File: src/rtl/func_unit_pkg.sv
// ============================================================================
// Module   : func_unit_pkg
// Brief    : Shared op and FSM state encodings for the function-unit arbiter.
// Revision : 1.0
// ============================================================================
`default_nettype none

package func_unit_pkg;

    localparam logic OP_SUM    = 1'b0;
    localparam logic OP_DOUBLE = 1'b1;

    typedef enum logic [1:0] {
        IDLE = 2'd0,
        CALC = 2'd1,
        HOLD = 2'd2
    } state_t;

endpackage

`default_nettype wire

File: src/rtl/func_unit.sv
// ============================================================================
// Module   : func_unit
// Brief    : Combinational sum/double datapath; results wrap modulo 2^W.
// Revision : 1.0
// ============================================================================
`default_nettype none

module func_unit
    import func_unit_pkg::*;
#(
    parameter int W = 8
) (
    input  logic         op,
    input  logic [W-1:0] x,
    input  logic [W-1:0] y,
    output logic [W-1:0] res
);

    always_comb begin
        res = x + y;
        if (op == OP_DOUBLE) begin
            res = {x[W-2:0], 1'b0};
        end
    end

endmodule

`default_nettype wire

File: src/rtl/func_unit_arb.sv
// ============================================================================
// Module   : func_unit_arb
// Brief    : Round-robin arbiter sharing one sum/double unit among NREQ
//            requesters. Optional counters under FUNC_UNIT_ARB_STATS_EN.
// Revision : 1.0
// ============================================================================
`default_nettype none

module func_unit_arb
    import func_unit_pkg::*;
#(
    parameter int NREQ = 4,
    parameter int W    = 8
) (
    input  logic                     clk,
    input  logic                     rst,
    input  logic [NREQ-1:0]          req,
    input  logic [NREQ-1:0]          op,
    input  logic [NREQ*W-1:0]        x,
    input  logic [NREQ*W-1:0]        y,
    output logic [NREQ-1:0]          gnt,
    output logic                     res_valid,
    output logic [W-1:0]             res,
    output logic [$clog2(NREQ)-1:0]  res_id,
    input  logic                     res_ready
`ifdef FUNC_UNIT_ARB_STATS_EN
    ,
    output logic [15:0]              stat_ops,
    output logic [15:0]              stat_stall
`endif
);

    localparam int IW = $clog2(NREQ);

    state_t          r_state;
    state_t          w_next_state;
    logic [IW-1:0]   r_rr_ptr;
    logic [IW-1:0]   w_win_idx;
    logic [NREQ-1:0] w_gnt_vec;
    logic            w_any_req;
    logic            w_grant_fire;
    int              w_cand;

    logic            r_op;
    logic [W-1:0]    r_x;
    logic [W-1:0]    r_y;
    logic [IW-1:0]   r_id;
    logic [NREQ-1:0] r_gnt;
    logic            r_res_valid;
    logic [W-1:0]    r_res;
    logic [IW-1:0]   r_res_id;
    logic [W-1:0]    w_fu_res;

    assign w_any_req    = |req;
    assign w_grant_fire = (r_state == IDLE) && w_any_req;

    // Walk downward so the requester closest to r_rr_ptr is the last writer.
    always_comb begin
        w_cand    = 0;
        w_win_idx = '0;
        for (int i = NREQ - 1; i >= 0; i--) begin
            w_cand = int'(r_rr_ptr) + i;
            if (w_cand >= NREQ) begin
                w_cand = w_cand - NREQ;
            end
            if (req[IW'(w_cand)]) begin
                w_win_idx = IW'(w_cand);
            end
        end
    end

    always_comb begin
        w_gnt_vec            = '0;
        w_gnt_vec[w_win_idx] = 1'b1;
    end

    always_ff @(posedge clk or posedge rst) begin
        if (rst) begin
            r_state <= IDLE;
        end else begin
            r_state <= w_next_state;
        end
    end

    always_comb begin
        w_next_state = r_state;
        case (r_state)
            IDLE:    if (w_any_req) w_next_state = CALC;
            CALC:    w_next_state = HOLD;
            HOLD:    if (res_ready) w_next_state = IDLE;
            default: w_next_state = IDLE;
        endcase
    end

    // Operands are captured at grant time so later input changes cannot leak in.
    always_ff @(posedge clk or posedge rst) begin
        if (rst) begin
            r_rr_ptr    <= '0;
            r_op        <= 1'b0;
            r_x         <= '0;
            r_y         <= '0;
            r_id        <= '0;
            r_gnt       <= '0;
            r_res_valid <= 1'b0;
            r_res       <= '0;
            r_res_id    <= '0;
        end else begin
            r_gnt <= '0;
            case (r_state)
                IDLE: begin
                    if (w_any_req) begin
                        r_gnt    <= w_gnt_vec;
                        r_id     <= w_win_idx;
                        r_op     <= op[w_win_idx];
                        r_x      <= x[w_win_idx*W +: W];
                        r_y      <= y[w_win_idx*W +: W];
                        r_rr_ptr <= (w_win_idx == IW'(NREQ - 1)) ? '0 : w_win_idx + 1'b1;
                    end
                end
                CALC: begin
                    r_res       <= w_fu_res;
                    r_res_id    <= r_id;
                    r_res_valid <= 1'b1;
                end
                HOLD: begin
                    if (res_ready) begin
                        r_res_valid <= 1'b0;
                    end
                end
                default: begin
                    r_res_valid <= 1'b0;
                end
            endcase
        end
    end

    func_unit #(
        .W (W)
    ) u_func_unit (
        .op  (r_op),
        .x   (r_x),
        .y   (r_y),
        .res (w_fu_res)
    );

    assign gnt       = r_gnt;
    assign res_valid = r_res_valid;
    assign res       = r_res;
    assign res_id    = r_res_id;

`ifdef FUNC_UNIT_ARB_STATS_EN
    logic [15:0] r_stat_ops;
    logic [15:0] r_stat_stall;

    always_ff @(posedge clk or posedge rst) begin
        if (rst) begin
            r_stat_ops   <= '0;
            r_stat_stall <= '0;
        end else begin
            if (w_grant_fire && (r_stat_ops != 16'hFFFF)) begin
                r_stat_ops <= r_stat_ops + 16'd1;
            end
            if ((r_state == HOLD) && !res_ready && (r_stat_stall != 16'hFFFF)) begin
                r_stat_stall <= r_stat_stall + 16'd1;
            end
        end
    end

    assign stat_ops   = r_stat_ops;
    assign stat_stall = r_stat_stall;
`else
    logic w_unused;
    assign w_unused = w_grant_fire;
`endif

endmodule

`default_nettype wire
File: config.mk
export PLATFORM = sky130hd
export DESIGN_NAME = func_unit_arb
export DESIGN_NICKNAME = d
export VERILOG_FILES = /design/src/rtl/func_unit_pkg.sv /design/src/rtl/func_unit.sv /design/src/rtl/func_unit_arb.sv
export SDC_FILE = /design/constraint.sdc
export NUM_CORES = 1
export LEC_CHECK = 0
export BUFFER_PORTS_ARGS = -buffer_cell sky130_fd_sc_hd__buf_2
export CAP_MARGIN = 10
export CELL_PAD_IN_SITES_DETAIL_PLACEMENT = 1
export CELL_PAD_IN_SITES_GLOBAL_PLACEMENT = 2
export CORE_ASPECT_RATIO = 1.4
export CORE_UTILIZATION = 25
export DETAILED_ROUTE_END_ITERATION = 8
export HOLD_SLACK_MARGIN = 0.15
export PLACE_DENSITY_LB_ADDON = 0.1
export SLEW_MARGIN = 15
export SYNTH_ARGS = -nofsm -noshare
export SYNTH_HDL_FRONTEND = slang
export SYNTH_SLANG_ARGS = --single-unit
File: constraint.sdc
create_clock -name clk -period 3.8 [get_ports clk]
set_input_delay 0.38 -clock clk [delete_from_list [all_inputs] [get_ports clk]]
set_output_delay 0.38 -clock clk [all_outputs]
set_load 0.01 [all_outputs]
# Word-level counts from Yosys, hierarchy flattened
# Index checks and enable logic that the tools add are counted.
# W data, S select, Z words.
# totals
ff_bits,38
latch_bits,0
mem_bits_rw,0
romBits,0
in_bits,75
output_inout_bits,15
wordCells,76
memories,0
# op_classes
addsub,9
multipliers,0
div_mod_pow,0
magnitude_cmp,10
n_eq_ne,5
n_shift,2
n_mux,33
bitwise_logic,1
n_reduce_logical,6
# ops
cell,n
$shiftx A32 B6 Y8,2
$mux W2,11
$lt A2 B4 Y1 const B,4
$mux W1,11
$bmux W1 S2,5
$ge A3 B3 Y1 const B,3
$add A8 B8 Y8,1
$mux W4,2
$mux W8,1
$sub A2 B1 Y2 const B,4
$add A2 B2 Y3 const B,2
$pmux W2 S3,1
$reduce_and A2 Y1,3
$eq A2 B2 Y1 const B,2
$ne A2 B2 Y1 const B,2
$reduce_or A4 Y1,1
$add A2 B1 Y3 const B,1
$ge A2 B3 Y1 const B,1
$lt A2 B3 Y1 const B,1
$pmux W1 S3,1
$add A2 B1 Y2 const B,1
$demux W1 S2,1
$eq A2 B1 Y1 const B,1
$ge A2 B1 Y1 const B,1
other kinds (3),3

# Logic depth before layout (Yosys ltp)
# depth
depth_word,16
ltp_mapped,9
ltp_nobuf,8

# Cells and area by module
# A second synthesis with hierarchy kept.
# unflattened
hier_cells,292
area_unflattened_um2,2813.9
# modules_own_cells
mod,n_inst,cells_per_inst,area_per_inst_um2,seq_area_each_um2
func_unit_arb,1,228,2354.8,950.9
func_unit,1,64,459.2,0.0

# Worst setup path after synthesis
# Ideal clock, no wire load.
# synth_timing
kind,input -> register
start,input port req[3]
end,register r_x[0]
setup_ns,0.126
arrival_ns,1.874
t_required_ns,3.674
setup_slack_ns,1.800
stages,7
path_buffers,2
cell_sequence,nor2_1 > and4b_1 > buf_2 > nor2_2 > buf_6 > mux2_4 > a221o_1
# synth_via
elab_chain_len,8
elab_cells_between_ends,19
classes_between,shift (1); mux (16); reduce/logical (2)
# synth_lines
item,line_no,rtl
from (decl),func_unit_arb.sv:17,"input logic [NREQ-1:0] req,"
$bmux W1 S2,func_unit_arb.sv:66,if (req[IW'(w_cand)]) begin
$mux W1 (not written as such) (2 in a row),func_unit_arb.sv:66,
$mux W2 (4 in a row),func_unit_arb.sv:66,
$shiftx A32 B6 Y8,func_unit_arb.sv:115,r_x <= x[w_win_idx*W +: W];
to (signal assigned),func_unit_arb.sv:115,
to (decl),func_unit_arb.sv:45,logic [W-1:0] r_x;
# Parallel ways exist; a longest one is shown, timed or not. The select of a mux whose other input is x is not followed.
# A chain may end at the register's enable or synchronous reset.

# Final worst setup path
# layout_timing
start,register r_rr_ptr[1]
end,register r_x[1]
# layout_via
elab_chain_len,11
elab_cells_between_ends,32
classes_between,add/sub (7); order compare (4); shift (1); mux (20)
# layout_lines
item,line_no,rtl
from (decl),func_unit_arb.sv:37,logic [IW-1:0] r_rr_ptr;
from (signal assigned),func_unit_arb.sv:117,r_rr_ptr <= (w_win_idx == IW'(NREQ - 1)) ? '0 : w_win_idx + 1'b1;
$add A2 B2 Y3,func_unit_arb.sv:62,w_cand = int'(r_rr_ptr) + i;
$ge A3 B3 Y1 / $sub A2 B1 Y2 (equally long branches),"func_unit_arb.sv:63, func_unit_arb.sv:64",
$mux W2,func_unit_arb.sv:63,if (w_cand >= NREQ) begin
$bmux W1 S2,func_unit_arb.sv:66,
$mux W1 (not written as such) (2 in a row),func_unit_arb.sv:66,
$mux W2 (3 in a row),func_unit_arb.sv:66,
$mux W2 *,func_unit_arb.sv:66,
$shiftx A32 B6 Y8 *,func_unit_arb.sv:115,
# Mark *: on every way between the ends. The rest lies on a longest branch, timed or not. The select of a mux whose other input is x is not followed.

==> results.txt <==
status: finished clean
syn_nets: 341
worst IR drop on VDD: 0.298 mV
initial antenna violation count: 0
Post-Syn Instances: 257
largest net degree at the start of global routing: 39
Crit path largest cell delay: 0.82 ns
Residual DRC: 0
Multi-input gate area: 1400 um2
Final Hold Viols: 0
Area growth, synth to finish: 30.2%
CP max FO: 18
Ports: 90
n_diodes: 0
power density over cell area: 831 nW/um2
final-report setup violation count: 0
Layout fillers: 1126
vias in the first global route: 2466
Syn Std Cell Area: 2470 um2
Avg WL per Cell: 16.2 um
yosys warns: 0
Final WS setup: 1.41 ns
Sequential cell area: 951 um2
Layout Skew: 0.00320 ns
initial DRC count: 48
DR pass1 iterations: 4
total congestion overflow: 0
Critical Path Start Type: flip-flop
Core Area: 9510 um2
delay-heaviest family, CP: simple AND/OR/NAND/NOR gates
Die X: 85.9 um
max_slew headroom: 0.410
Yosys cell types: 44
kind of critical path: reg2reg
die height: 120 um
DR vias: 2258
#FFs+latches synth: 38
Layout Cells excl Fill: 471
sequential share of the synthesized area: 0.386
# nets final: 422
Fmax: 418 MHz
RSZ-0062 raised after global routing: no
half-perimeter wire length after placement: 5.90 mm
later-pin clock latency in the skew report: 0.28 ns
first-pass GRT wire length: 12.6 mm
Inserted Clock Buffers: 5
Final min period: 2.39 ns
P_sw: 1.06 mW
initial core utilization: 0.259
Sequential Power Share: 0.287
GPL Wtd Cong: 0.766
GRT Total Usage: 0.161
vias per std cell: 4.79
largest cells by area after synthesis: dfrtp_1, mux2_4, a221o_1, o21ai_0, a21oi_1
post-synth top area cell: dfrtp_1
layout cells sized above 1: 0.375
dpl cells: 463
clock network fraction of total power: 0.212
syn_area_per_cell: 9.60 um2
Total Neg Setup Slack: 0 ns
Root Driver: clkbuf_16
Worst EP required: 3.97 ns
clock sinks: 38
Routed WL: 7.63 mm
Leak: 1.57 nW
CP bufs+invs: 1
crit path DAT: 2.56 ns
Int Power: 1.61 mW
Period Utilization, post-route: 0.629
postcts setup bufs: 0
Setup WS pre-CTS: 1.25 ns
Yosys top cell area share: 0.386
Clock Pin Slew Worst Setup and Hold Paths: 0.06 ns
Max Cap Violations: 0
final core utilization: 0.338
crit path cell chain: nor4_4 > nor2_2 > buf_4 > mux2_4 > a221o_1
combinational power share: 0.501
Worst-Margin Slew: 0.879 ns
Port Buffers: 89
row cnt: 42
Bufs on Longest Clock Path: 2
Hold Buf Count CTS: 0
antenna viol nets, final: 0
TritonCTS clock tree: yes
final hold slack: 0.209 ns
sw frac: 0.395
max-slew violation count: 0
die area: 10300 um2
Crit-path slowest cell: nor4_4
CTS resizes: 0
CP Capture Type: flip-flop
Worst Hold Class: in2async
CTS H-tree depth: 2
==> area by class of cell <==
class	instances	area share
clock buffer	6	0.0432
clock inverter	2	0.0187
multi-input combinational	193	0.434
inverter	7	0.00818
timing repair buffer	93	0.148
tap	132	0.0514
sequential	38	0.296
==> registers in the layout (all words and copies together), names as in the netlist <==
| signal | count |
|---|---|
| gnt | 4 |
| r_id | 2 |
| res | 8 |
| res_id | 2 |
| r_op | 1 |
| r_x | 8 |
| r_rr_ptr | 2 |
| res_valid | 1 |
| r_y | 8 |
| r_state | 2 |
==> worst paths after layout <==
path | startpoint | cells after the start | slack [ns] | endpoint
setup / recovery | r_rr_ptr[1] | 5 | 1.41 | r_x[1]
hold / removal | rst | 3 | 0.21 | res_valid
setup reg to reg | r_rr_ptr[1] | 5 | 1.41 | r_x[1]
hold reg to reg | res[4] | 2 | 0.47 | res[4]
max in group asynchronous | rst | 3 | 3.23 | r_y[5]
min in group clk | res_ready | 4 | 0.36 | r_state[1]
==> layout by cell type (no fill, tap or decap), types with 8 or more instances in the layout <==
| cell | n |
|---|---|
| buf_2 | 89 |
| a21oi_1 | 26 |
| ha_1 | 8 |
| nand2_1 | 17 |
| o21ai_0 | 27 |
| mux2_4 | 17 |
| nor2_1 | 9 |
| dfrtp_1 | 38 |
| a221o_1 | 17 |
| nand3_1 | 20 |
==> through the flow <==
step	total power, mW	cell area [um2]
6_report	2.67	3210
5_1_grt	2.92	3210
4_1_cts	2.72	3210
3_5_place_dp	2.14	3010
3_3_place_gp	2.12	3010
2_1_floorplan	1.77	2470
==> power by group through the flow <==
stage          clock network, mW  registers (mW)  logic [mW]
2_1_floorplan                  0           0.736        1.03
3_3_place_gp                   0           0.777        1.35
3_5_place_dp                   0           0.776        1.37
4_1_cts                    0.584           0.770        1.37
5_1_grt                    0.596           0.798        1.52
6_report                   0.565           0.766        1.34
==> cells by family after synthesis <==
family	after synthesis	synth area share
AO/OA/AOI/OAI	83	0.215
XOR/XNOR	2	0.00710
adder cells (fa/ha/maj)	9	0.0487
buffers and inverters	26	0.0487
flip-flops	38	0.386
multiplexers	21	0.121
AND/OR/NAND/NOR	78	0.175
==> per-layer routing <==
metal  share of wire  global-route usage  vias up
li1                -                   -     1118
met1            0.42               0.193     1081
met2            0.53               0.280       53
met3           0.046              0.0378        6
met4           0.013              0.0510        0
met5               0                   0        -
==> cells in the mapped netlist, drive strengths merged <==
library cell,instances
dfrtp,38
o21ai,29
a21oi,26
nand3,20
mux2,19
a221o,17
nand2,17
nor2,11
clkbuf,10
buf,9
ha,8
inv,7
nand2b,7
nor3,5
nor2b,4
a21o,3
or4,3
a211oi,2
mux2i,2
nor4,2
o21a,2
xnor2,2
a31o,1
and2,1
and4,1
and4b,1
fa,1
nand4,1
nand4b,1
nor3b,1
o211ai,1
o21bai,1
o31ai,1
or2,1
or3,1
or3b,1
==> worst reg2reg max path, stage by stage (launching register included) <==
cell and delay [ns]:
dfrtp_1 0.46, nor4_4 0.82, nor2_2 0.11, buf_4 0.24
mux2_4 0.33, a221o_1 0.31
(Power assumes the default switching activity.)
